### src/rtl/unpadder_if.sv
// Stream interface for the unpadder: padded words in, de-padded words plus sideband out.
// The slave modport is the unpadder's view; the master modport is the environment's view.
interface unpadder_if;
  logic [63:0] pin;
  logic        pin_valid;
  logic        pin_last;
  logic        pin_ready;
  logic [63:0] pout;
  logic [3:0]  bytenum;
  logic        pout_last;
  logic        pout_err;
  logic [15:0] wordidx;
  logic        pout_valid;
  logic        pout_ready;

  modport slave (
    input  pin, pin_valid, pin_last, pout_ready,
    output pin_ready, pout, bytenum, pout_last, pout_err, wordidx, pout_valid
  );

  modport master (
    output pin, pin_valid, pin_last, pout_ready,
    input  pin_ready, pout, bytenum, pout_last, pout_err, wordidx, pout_valid
  );
endinterface

### src/rtl/unpadder.sv
// Strips the 0x40 pad marker and trailing zero bytes from the last word of a message,
// through a single-entry, one-cycle-latency output register with a per-message word index.
module unpadder (
  input  logic      clk,
  input  logic      reset,
  unpadder_if.slave bus
);

  typedef enum logic {
    EMPTY = 1'b0,
    HOLD  = 1'b1
  } state_t;

  state_t      state, state_next;
  logic        in_xfer, out_xfer;

  logic [2:0]  pad_pos;
  logic [7:0]  pad_byte;
  logic        pad_found;
  logic [63:0] dec_word;
  logic [3:0]  dec_bytes;
  logic        dec_err;

  logic [15:0] cnt;
  logic [63:0] pout_q;
  logic [3:0]  bytes_q;
  logic        last_q;
  logic        err_q;
  logic [15:0] idx_q;

  assign bus.pin_ready = (state == EMPTY) || bus.pout_ready;
  assign in_xfer       = bus.pin_valid && bus.pin_ready;
  assign out_xfer      = (state == HOLD) && bus.pout_ready;

  always_comb begin
    // NOTE: every signal assigned in always_comb gets a default first, so no path can infer a latch.
    state_next = state;
    case (state)
      EMPTY:   if (in_xfer) state_next = HOLD;
      HOLD:    if (out_xfer && !in_xfer) state_next = EMPTY;
      default: state_next = EMPTY;
    endcase
  end

  // Ascending scan: the last hit is the highest-numbered nonzero byte.
  always_comb begin
    pad_pos   = 3'd0;
    pad_byte  = 8'h00;
    pad_found = 1'b0;
    for (int i = 0; i < 8; i++) begin
      if (bus.pin[63-8*i -: 8] != 8'h00) begin
        pad_pos   = 3'(i);
        pad_byte  = bus.pin[63-8*i -: 8];
        pad_found = 1'b1;
      end
    end
  end

  always_comb begin
    dec_word  = bus.pin;
    dec_bytes = 4'd8;
    dec_err   = 1'b0;
    if (bus.pin_last) begin
      if (pad_found && pad_byte == 8'h40) begin
        for (int i = 0; i < 8; i++) begin
          if (3'(i) >= pad_pos) dec_word[63-8*i -: 8] = 8'h00;
        end
        dec_bytes = {1'b0, pad_pos};
      end else begin
        // Malformed pad still emits a word so the downstream sees the message end.
        dec_word  = 64'h0;
        dec_bytes = 4'd0;
        dec_err   = 1'b1;
      end
    end
  end

  always_ff @(posedge clk or posedge reset) begin
    // NOTE: sequential state uses non-blocking assignments so every flop samples pre-edge values.
    if (reset) begin
      state   <= EMPTY;
      pout_q  <= 64'h0;
      bytes_q <= 4'd0;
      last_q  <= 1'b0;
      err_q   <= 1'b0;
      idx_q   <= 16'd0;
      cnt     <= 16'd0;
    end else begin
      state <= state_next;
      if (in_xfer) begin
        pout_q  <= dec_word;
        bytes_q <= dec_bytes;
        last_q  <= bus.pin_last;
        err_q   <= dec_err;
        idx_q   <= cnt;
        if (bus.pin_last)        cnt <= 16'd0;
        else if (cnt != 16'hFFFF) cnt <= cnt + 16'd1;
      end
    end
  end

  assign bus.pout       = pout_q;
  assign bus.bytenum    = bytes_q;
  assign bus.pout_last  = last_q;
  assign bus.pout_err   = err_q;
  assign bus.wordidx    = idx_q;
  assign bus.pout_valid = (state == HOLD);

endmodule

### src/flat_wrapper.sv
// flat-port wrapper written by rule: the top's interface ports become plain ports
module unpadder_flat 
  (clk, reset, bus_pin, bus_pin_valid, bus_pin_last, bus_pout_ready, bus_pin_ready, bus_pout, bus_bytenum, bus_pout_last, bus_pout_err, bus_wordidx, bus_pout_valid);
  unpadder_if bus_i ();
  input  logic clk;
  input  logic reset;
  input wire logic [$bits(bus_i.pin)-1:0] bus_pin;
  input wire logic [$bits(bus_i.pin_valid)-1:0] bus_pin_valid;
  input wire logic [$bits(bus_i.pin_last)-1:0] bus_pin_last;
  input wire logic [$bits(bus_i.pout_ready)-1:0] bus_pout_ready;
  output wire logic [$bits(bus_i.pin_ready)-1:0] bus_pin_ready;
  output wire logic [$bits(bus_i.pout)-1:0] bus_pout;
  output wire logic [$bits(bus_i.bytenum)-1:0] bus_bytenum;
  output wire logic [$bits(bus_i.pout_last)-1:0] bus_pout_last;
  output wire logic [$bits(bus_i.pout_err)-1:0] bus_pout_err;
  output wire logic [$bits(bus_i.wordidx)-1:0] bus_wordidx;
  output wire logic [$bits(bus_i.pout_valid)-1:0] bus_pout_valid;
  assign bus_i.pin = bus_pin;
  assign bus_i.pin_valid = bus_pin_valid;
  assign bus_i.pin_last = bus_pin_last;
  assign bus_i.pout_ready = bus_pout_ready;
  assign bus_pin_ready = bus_i.pin_ready;
  assign bus_pout = bus_i.pout;
  assign bus_bytenum = bus_i.bytenum;
  assign bus_pout_last = bus_i.pout_last;
  assign bus_pout_err = bus_i.pout_err;
  assign bus_wordidx = bus_i.wordidx;
  assign bus_pout_valid = bus_i.pout_valid;
  unpadder u_core (.clk(clk), .reset(reset), .bus(bus_i));
endmodule
### config.mk
export PLATFORM = sky130hd
export DESIGN_NAME = unpadder_flat
export DESIGN_NICKNAME = d
export VERILOG_FILES = /design/src/rtl/unpadder_if.sv /design/src/rtl/unpadder.sv /design/src/flat_wrapper.sv
export SDC_FILE = /design/constraint.sdc
export NUM_CORES = 1
export LEC_CHECK = 0
export ABC_AREA = 0
export CAP_MARGIN = 20
export CORE_MARGIN = 3
export CORE_UTILIZATION = 45
export CTS_CLUSTER_SIZE = 30
export DETAILED_ROUTE_END_ITERATION = 8
export GPL_ROUTABILITY_DRIVEN = 0
export MAX_ROUTING_LAYER = met4
export PLACE_DENSITY = 0.79
export SYNTH_ARGS = -nofsm -noshare
export SYNTH_HDL_FRONTEND = slang
export SYNTH_SLANG_ARGS = --single-unit
### constraint.sdc
create_clock -name clk -period 4 [get_ports clk]
set_clock_uncertainty 0.2 [all_clocks]
set_input_delay 0.4 -clock clk [delete_from_list [all_inputs] [get_ports clk]]
set_output_delay 0.4 -clock clk [all_outputs]
set_load 0.01 [all_outputs]
==> impl_results.md, run 1 <==
* Fill count at 846
* Final ANT Viol Nets at 0
* Async set or reset register ratio after synthesis at 100%
* Seq/Total Area, Yosys at 53.6%
* Mapped Cells at 452
* Mapped Area at slightly below 5000 um2
* NumNets Final at around 680
* Power density cells at between 300 and 400 nW/um2
* Max Cap Violations at 0
* Inst Count DP at around 730
* Final setup fails at 0
* Largest family of logic cells by synthesized area: simple AND/OR/NAND/NOR gates
* CTS Hold Buffers Added at 0
* CTS root buf: clkbuf_8
* Worst-Margin Slew at roughly 790 ps
* Die H at roughly 110 um
* DRC viols at 0
* Worst skew pair latency at about 350 ps
* Top_reg_cell synth: dfrtp_1
* Post-synth top cells: dfrtp_1, nand2_1, a22o_1, nor2_1, o21ai_0
* All-Layer GR Usage at roughly 23%
* Port Buffers at between 150 and 200
* Hold Path Origin: u_core.bus.wordidx[11]
* Reg2reg end: u_core.bus.pout[40]
* Synth Warn # at 0
* DP Worst Slack at approximately 680 ps
* DP Area at ~6500 um2
* Xor and xnor fraction of the mapped netlist area at about 1.6%
* Cts repair resizes at 0
* Fin. max-slew vios at 0
* Worst Setup EP: u_core.bus.pout[40]
* HPWL after DPL at about 9900 um
* Setup Crit Path Kind: in -> reg
* Antenna fix cells at 0
* Final core occ at about 64%
* Clock net sink count at 103
* Hold_ws at about 280 ps
* Grt ovf at 0
* Post-synth EDFFs at 0
* Drt pass-1 iters at 4
* Post-CTS Setup Bufs at 0
* Vias in the first global route at 4259
* Total number of vias at about 4100
* Yosys reg bits at 103
* RSZ-0062 raised after global routing: no
* Final instance area at 6670 um2
* Post-synthesis mux area share at 0%
* Share of layout cells above drive strength 1 at approximately 7.5%
* Pwr Total at ~2.3 mW
* Crit path DAT at about 3000 ps
* Setup slack after layout at between 1000 and 1500 ps
* CTS tree: done
* Initial antenna violation count at 0
* Leak at 2.86 nW
* Worst Setup End Kind: flop
* Vias/cell at approximately 5.5
* R2R Setup Slk at between 1000 and 1500 ps
* Initial core utilization at between 40 and 50%
* Core area at slightly above 10000 um2
* Post-synthesis compound-gate area fraction at between 10% and 20%
* Top post-synthesis cells by area: dfrtp_1, a22o_1, nand2_1
* Maximum buffer depth of the clock tree at 2
* Maximum fanout along the worst path at 8
* Worst vdd ir at about 0.21 mV
* 1st-iter DRT viols at ~210
* Synth cell types at 55
* Slew headroom at between 40% and 50%
* Register-to-Register Path Depth at 5
* # IOs at 157
* Worst Hold Class: reg -> reg
* Die Area at approximately 12000 um2
* Synth Area in Adders at less than 1%
* Final Non-Filler Cells at approximately 750
* CP Launch Type: primary input
* Run status: complete, no violations
* Final WL at about 13000 um
* Sum of negative setup slack at 0 ps
* P&R area growth vs syn at 38.7%
* Fmax at about 340 MHz
* Synth area leader: dfrtp_1
* Top-area cell type share of the netlist area at a little over half
* H-tree levels at 3
* Minimum clock period at 2980 ps
* CTS buffer count at 9
* Simple-gate share of the synthesized area at roughly a fifth
* Drt wl/cell at about 18 um
* Most frequent cell after synthesis: dfrtp_1
* Final worst path period share at between 70% and 80%
* Std cell rows at 37
* Worst setup path start: bus_pin[49]
* DIE WIDTH at 109 um
* Clock transition at path regs at approximately 100 ps
* Synth Area per Inst at about 11 um2
* RR Startpoint: u_core.bus.pout_valid
* Required time worst endpoint at slightly above 4000 ps
* Largest net degree at the start of global routing at between 60 and 70
* Hold Vio Cnt, Final at 0
* First-pass GRT wire length at ~21000 um
* Syn_nets at roughly 520
-- critical path, cell delays in order --
cell             delay, ps
clkdlybuf4s50_1        450
or4_4                  580
o21ai_0                490
a41oi_4                280
o41ai_4                640
a22o_1                 210
-- per-layer routing --
layer | GRT usage (%) | wire length, um
met1 | 28.8 | 5470
met4 | 5.88 | 190
met3 | 4.23 | 798
met5 | - | 0
met2 | 38.8 | 6680
-- cells in the final DEF (no fill, tap or decap), drive strengths merged, types with 6 or more instances in the layout --
cell | synthesis | routed
a21oi | 17 | 17
a22o | 41 | 41
a22oi | 8 | 8
buf | 0 | 6
clkbuf | 15 | 10
clkdlybuf4s50 | 0 | 156
dfrtp | 103 | 103
inv | 15 | 17
nand2 | 89 | 89
nand2b | 11 | 11
nand3 | 9 | 9
nor2 | 20 | 20
nor3 | 13 | 13
nor4 | 12 | 12
o21ai | 22 | 22
o31ai | 10 | 10
or3 | 8 | 8
xnor2 | 6 | 6
-- power by group --
group	internal [mW]	leakage [nW]	switching [mW]
registers	1.13	1.36	0.0543
clock network	0.289	0.0932	0.342
logic	0.270	1.40	0.219
total	1.69	2.86	0.615
-- worst min path at each step --
stage / to / depth (start not counted) / slack, ps
floorplan: u_core.bus.wordidx[9] / 2 / 260
global placement: u_core.bus.wordidx[14] / 2 / 260
detailed placement: u_core.bus.wordidx[0] / 2 / 260
CTS: u_core.bus.wordidx[11] / 2 / 290
global route: u_core.bus.wordidx[3] / 2 / 310
finish: u_core.bus.wordidx[11] / 2 / 280
-- registers in the layout (all words and copies together), names as in the netlist --
register / count
u_core.bus.pout: 64
u_core.bus.wordidx: 16
u_core.cnt: 16
u_core.bus.bytenum: 4
u_core.bus.pout_err: 1
u_core.bus.pout_last: 1
u_core.bus.pout_valid: 1
-- area by class of cell --
type | count | area (um2) | area share, %
flip-flops and latches | 103 | 2580 | 38.7
multi-input cells | 317 | 2070 | 31.0
repair buffers | 162 | 1610 | 24.1
well taps | 136 | 170 | 2.55
clock buffers | 10 | 128 | 1.91
inverters | 15 | 58.8 | 0.882
clock inverters | 4 | 56.3 | 0.845
-- logic make-up (layout without fill, tap and decap cells) --
kind of cell | Yosys count | in the layout
simple gates | 188 | 188
compound gates | 119 | 119
flops | 103 | 103
buf+inv | 32 | 191
xor+xnor | 9 | 9
fa+ha+maj | 1 | 1
No activity file was read; power rests on OpenSTA's default activity.
==> run 2, diff against run 1 <==
Settings changed: CORE_UTILIZATION 45 to 42, PLACE_DENSITY 0.79 to 0.77.
Clock period 4 ns to 2.47 ns, I/O delays scaled along.
==> impl_results.md, run 2 (synthesis gave the netlist of run 1 again) <==
* Max Cap Violations at 0
* Reg2reg end: u_core.cnt[3]
* Register-to-Register Path Depth at 6
* DRC viols at 0
* Setup slack after layout at -25.5 ps
* Total number of vias at 4608
* Share of layout cells above drive strength 1 at about a quarter
* Final setup fails at 8
* RR Startpoint: u_core.cnt[0]
* Initial core utilization at between 40% and 50%
* CTS tree: done
* Final ANT Viol Nets at 0
* Grt ovf at 0
* Die Area at between 10000 and 15000 um2
* Delay-heaviest family, CP: compound AO/OA/AOI/OAI gates
* Worst Setup End Kind: flop
* Clock net sink count at 103
* WP buf/inv at 3
* Drt wl/cell at around 18 um
* Slew headroom at approximately 48%
* HPWL after DPL at between 10000 and 15000 um
* Final core occ at a little over two thirds
* Failing checks: negative setup slack
* Worst Hold Class: in -> reg
* # IOs at about 160
* Hold Path End: u_core.bus.pout[27]
* Fin. max-slew vios at 0
* Leading cell types in the layout, fill and taps excluded: clkdlybuf4s50_1, dfrtp_1, buf_4, nand2_1, a22o_1
* CP Launch Type: primary input
* R2R Setup Slk at roughly 290 ps
* Minimum clock period at about 2500 ps
* WHS Path Cells at 3
* Vias in the first global route at between 4000 and 5000
* Maximum buffer depth of the clock tree at 2
* Leak at about 3.6 nW
* Vias/cell at ~5.5
* Required time worst endpoint at roughly 2600 ps
* Run status: complete, but fails checks
* Power density cells at 552 nW/um2
* P&R area growth vs syn at 62.0%
* 1st-iter DRT viols at 300
* Inst Count DP at approximately 800
* Worst-Margin Slew at between 700 and 800 ps
* Final Non-Filler Cells at 845
* CTS Hold Buffers Added at 0
* Worst setup path start: bus_pin[12]
* First-pass GRT wire length at 23900 um
* Initial antenna violation count at 0
* All-Layer GR Usage at between 20% and 30%
* CTS buffer count at 9
* Core area at 11000 um2
* Crit-path slowest cell: clkdlybuf4s50_1
* Drt pass-1 iters at 5
* Die H at approximately 110 um
* NumNets Final at between 700 and 800
* Flip-flop count of the largest register after layout at 64
* Fmax at 401 MHz
* Hold Path Origin: bus_pin[27]
* DIE WIDTH at around 110 um
* Port Buffers at 156
* Worst path max stage delay at approximately 450 ps
* Maximum fanout along the worst path at 8
* Worst skew pair latency at ~350 ps
* Clock transition at path regs at around 80 ps
* Worst path cell trace: clkdlybuf4s50_1, nor4_2, buf_4, and2_4, o2111ai_4, a211o_4, o41ai_4, buf_6, a22o_1
* H-tree levels at 3
* Worst vdd ir at approximately 0.35 mV
* Crit path DAT at 2580 ps
* Most common cell after layout, fill and taps aside: clkdlybuf4s50_1
* Antenna fix cells at 0
* Final worst path period share at 101%
* CTS root buf: clkbuf_16
* Std cell rows at 38
* Final WL at between 15000 and 20000 um
* Hold Vio Cnt, Final at 0
* RSZ-0062 raised after global routing: yes
* Largest net degree at the start of global routing at between 100 and 150
* Setup Crit Path Kind: in -> reg
==> run 2: worst reg2reg max path, cell delays in order, from the launching register on <==
cell     delay (ps)
dfrtp_1         460
ha_1            280
nor2b_1         160
and4_1          230
a21o_1          270
or3_1           370
a21oi_1         150
==> run 2: worst max path at each step <==
stage | end | cells past startpoint | slack (ps)
floorplan | u_core.bus.pout[56] | 6 | 20
global placement | u_core.bus.pout[57] | 8 | -530
detailed placement | u_core.bus.pout[60] | 8 | -540
CTS | u_core.bus.pout[45] | 8 | 2
global route | u_core.bus.pout[59] | 9 | -40
finish | u_core.bus.pout[60] | 9 | -30
==> run 2: per-stage QoR <==
| stage | setup TNS [ps] | worst slack [ps] | hold WS [ps] | total power [mW] | area (um2) |
|---|---|---|---|---|---|
| after floorplan | 0 | 21.3 | 146 | 2.25 | 4810 |
| final | -91.9 | -25.5 | 2.15 | 4.29 | 7780 |
| after detailed placement | -19190 | -540 | 261 | 2.82 | 7120 |
| after global placement | -18340 | -531 | 259 | 2.79 | 7120 |
| after CTS | 0 | 1.80 | 110 | 4.32 | 7580 |
| after global routing | -297 | -44.7 | 19.1 | 4.47 | 7780 |
==> run 2: per-layer routing <==
layer	vias to the layer above	global-route usage (%)	share of wire, %
met1	2261	29.4	42
met2	180	40.6	51
met4	0	6.17	2.2
li1	2132	-	-
met5	-	-	0
met3	35	4.44	5.6
==> run 2: report_power, final <==
group / total, mW / internal (mW) / switching (mW)
sequential: 1.92 / 1.82 / 0.0916
combinational: 0.893 / 0.496 / 0.398
clock: 1.48 / 0.809 / 0.674
total: 4.29 / 3.13 / 1.16
==> run 2: repair_timing <==
item	in CTS	in global routing
buffers inserted	8	3
endpoints found under the setup margin	31	43
gates resized for setup	32	54
pin swaps	18	24
==> run 2: final cells by class <==
| cell class | count | area, um2 |
|---|---|---|
| sequential | 103 | 2580 |
| clock inverter | 7 | 86.3 |
| fill | 769 | 3250 |
| inverter | 15 | 60.1 |
| clock buffer | 9 | 225 |
| timing repair buffer | 254 | 2350 |
| tap | 140 | 175 |
| multi-input combinational | 317 | 2310 |
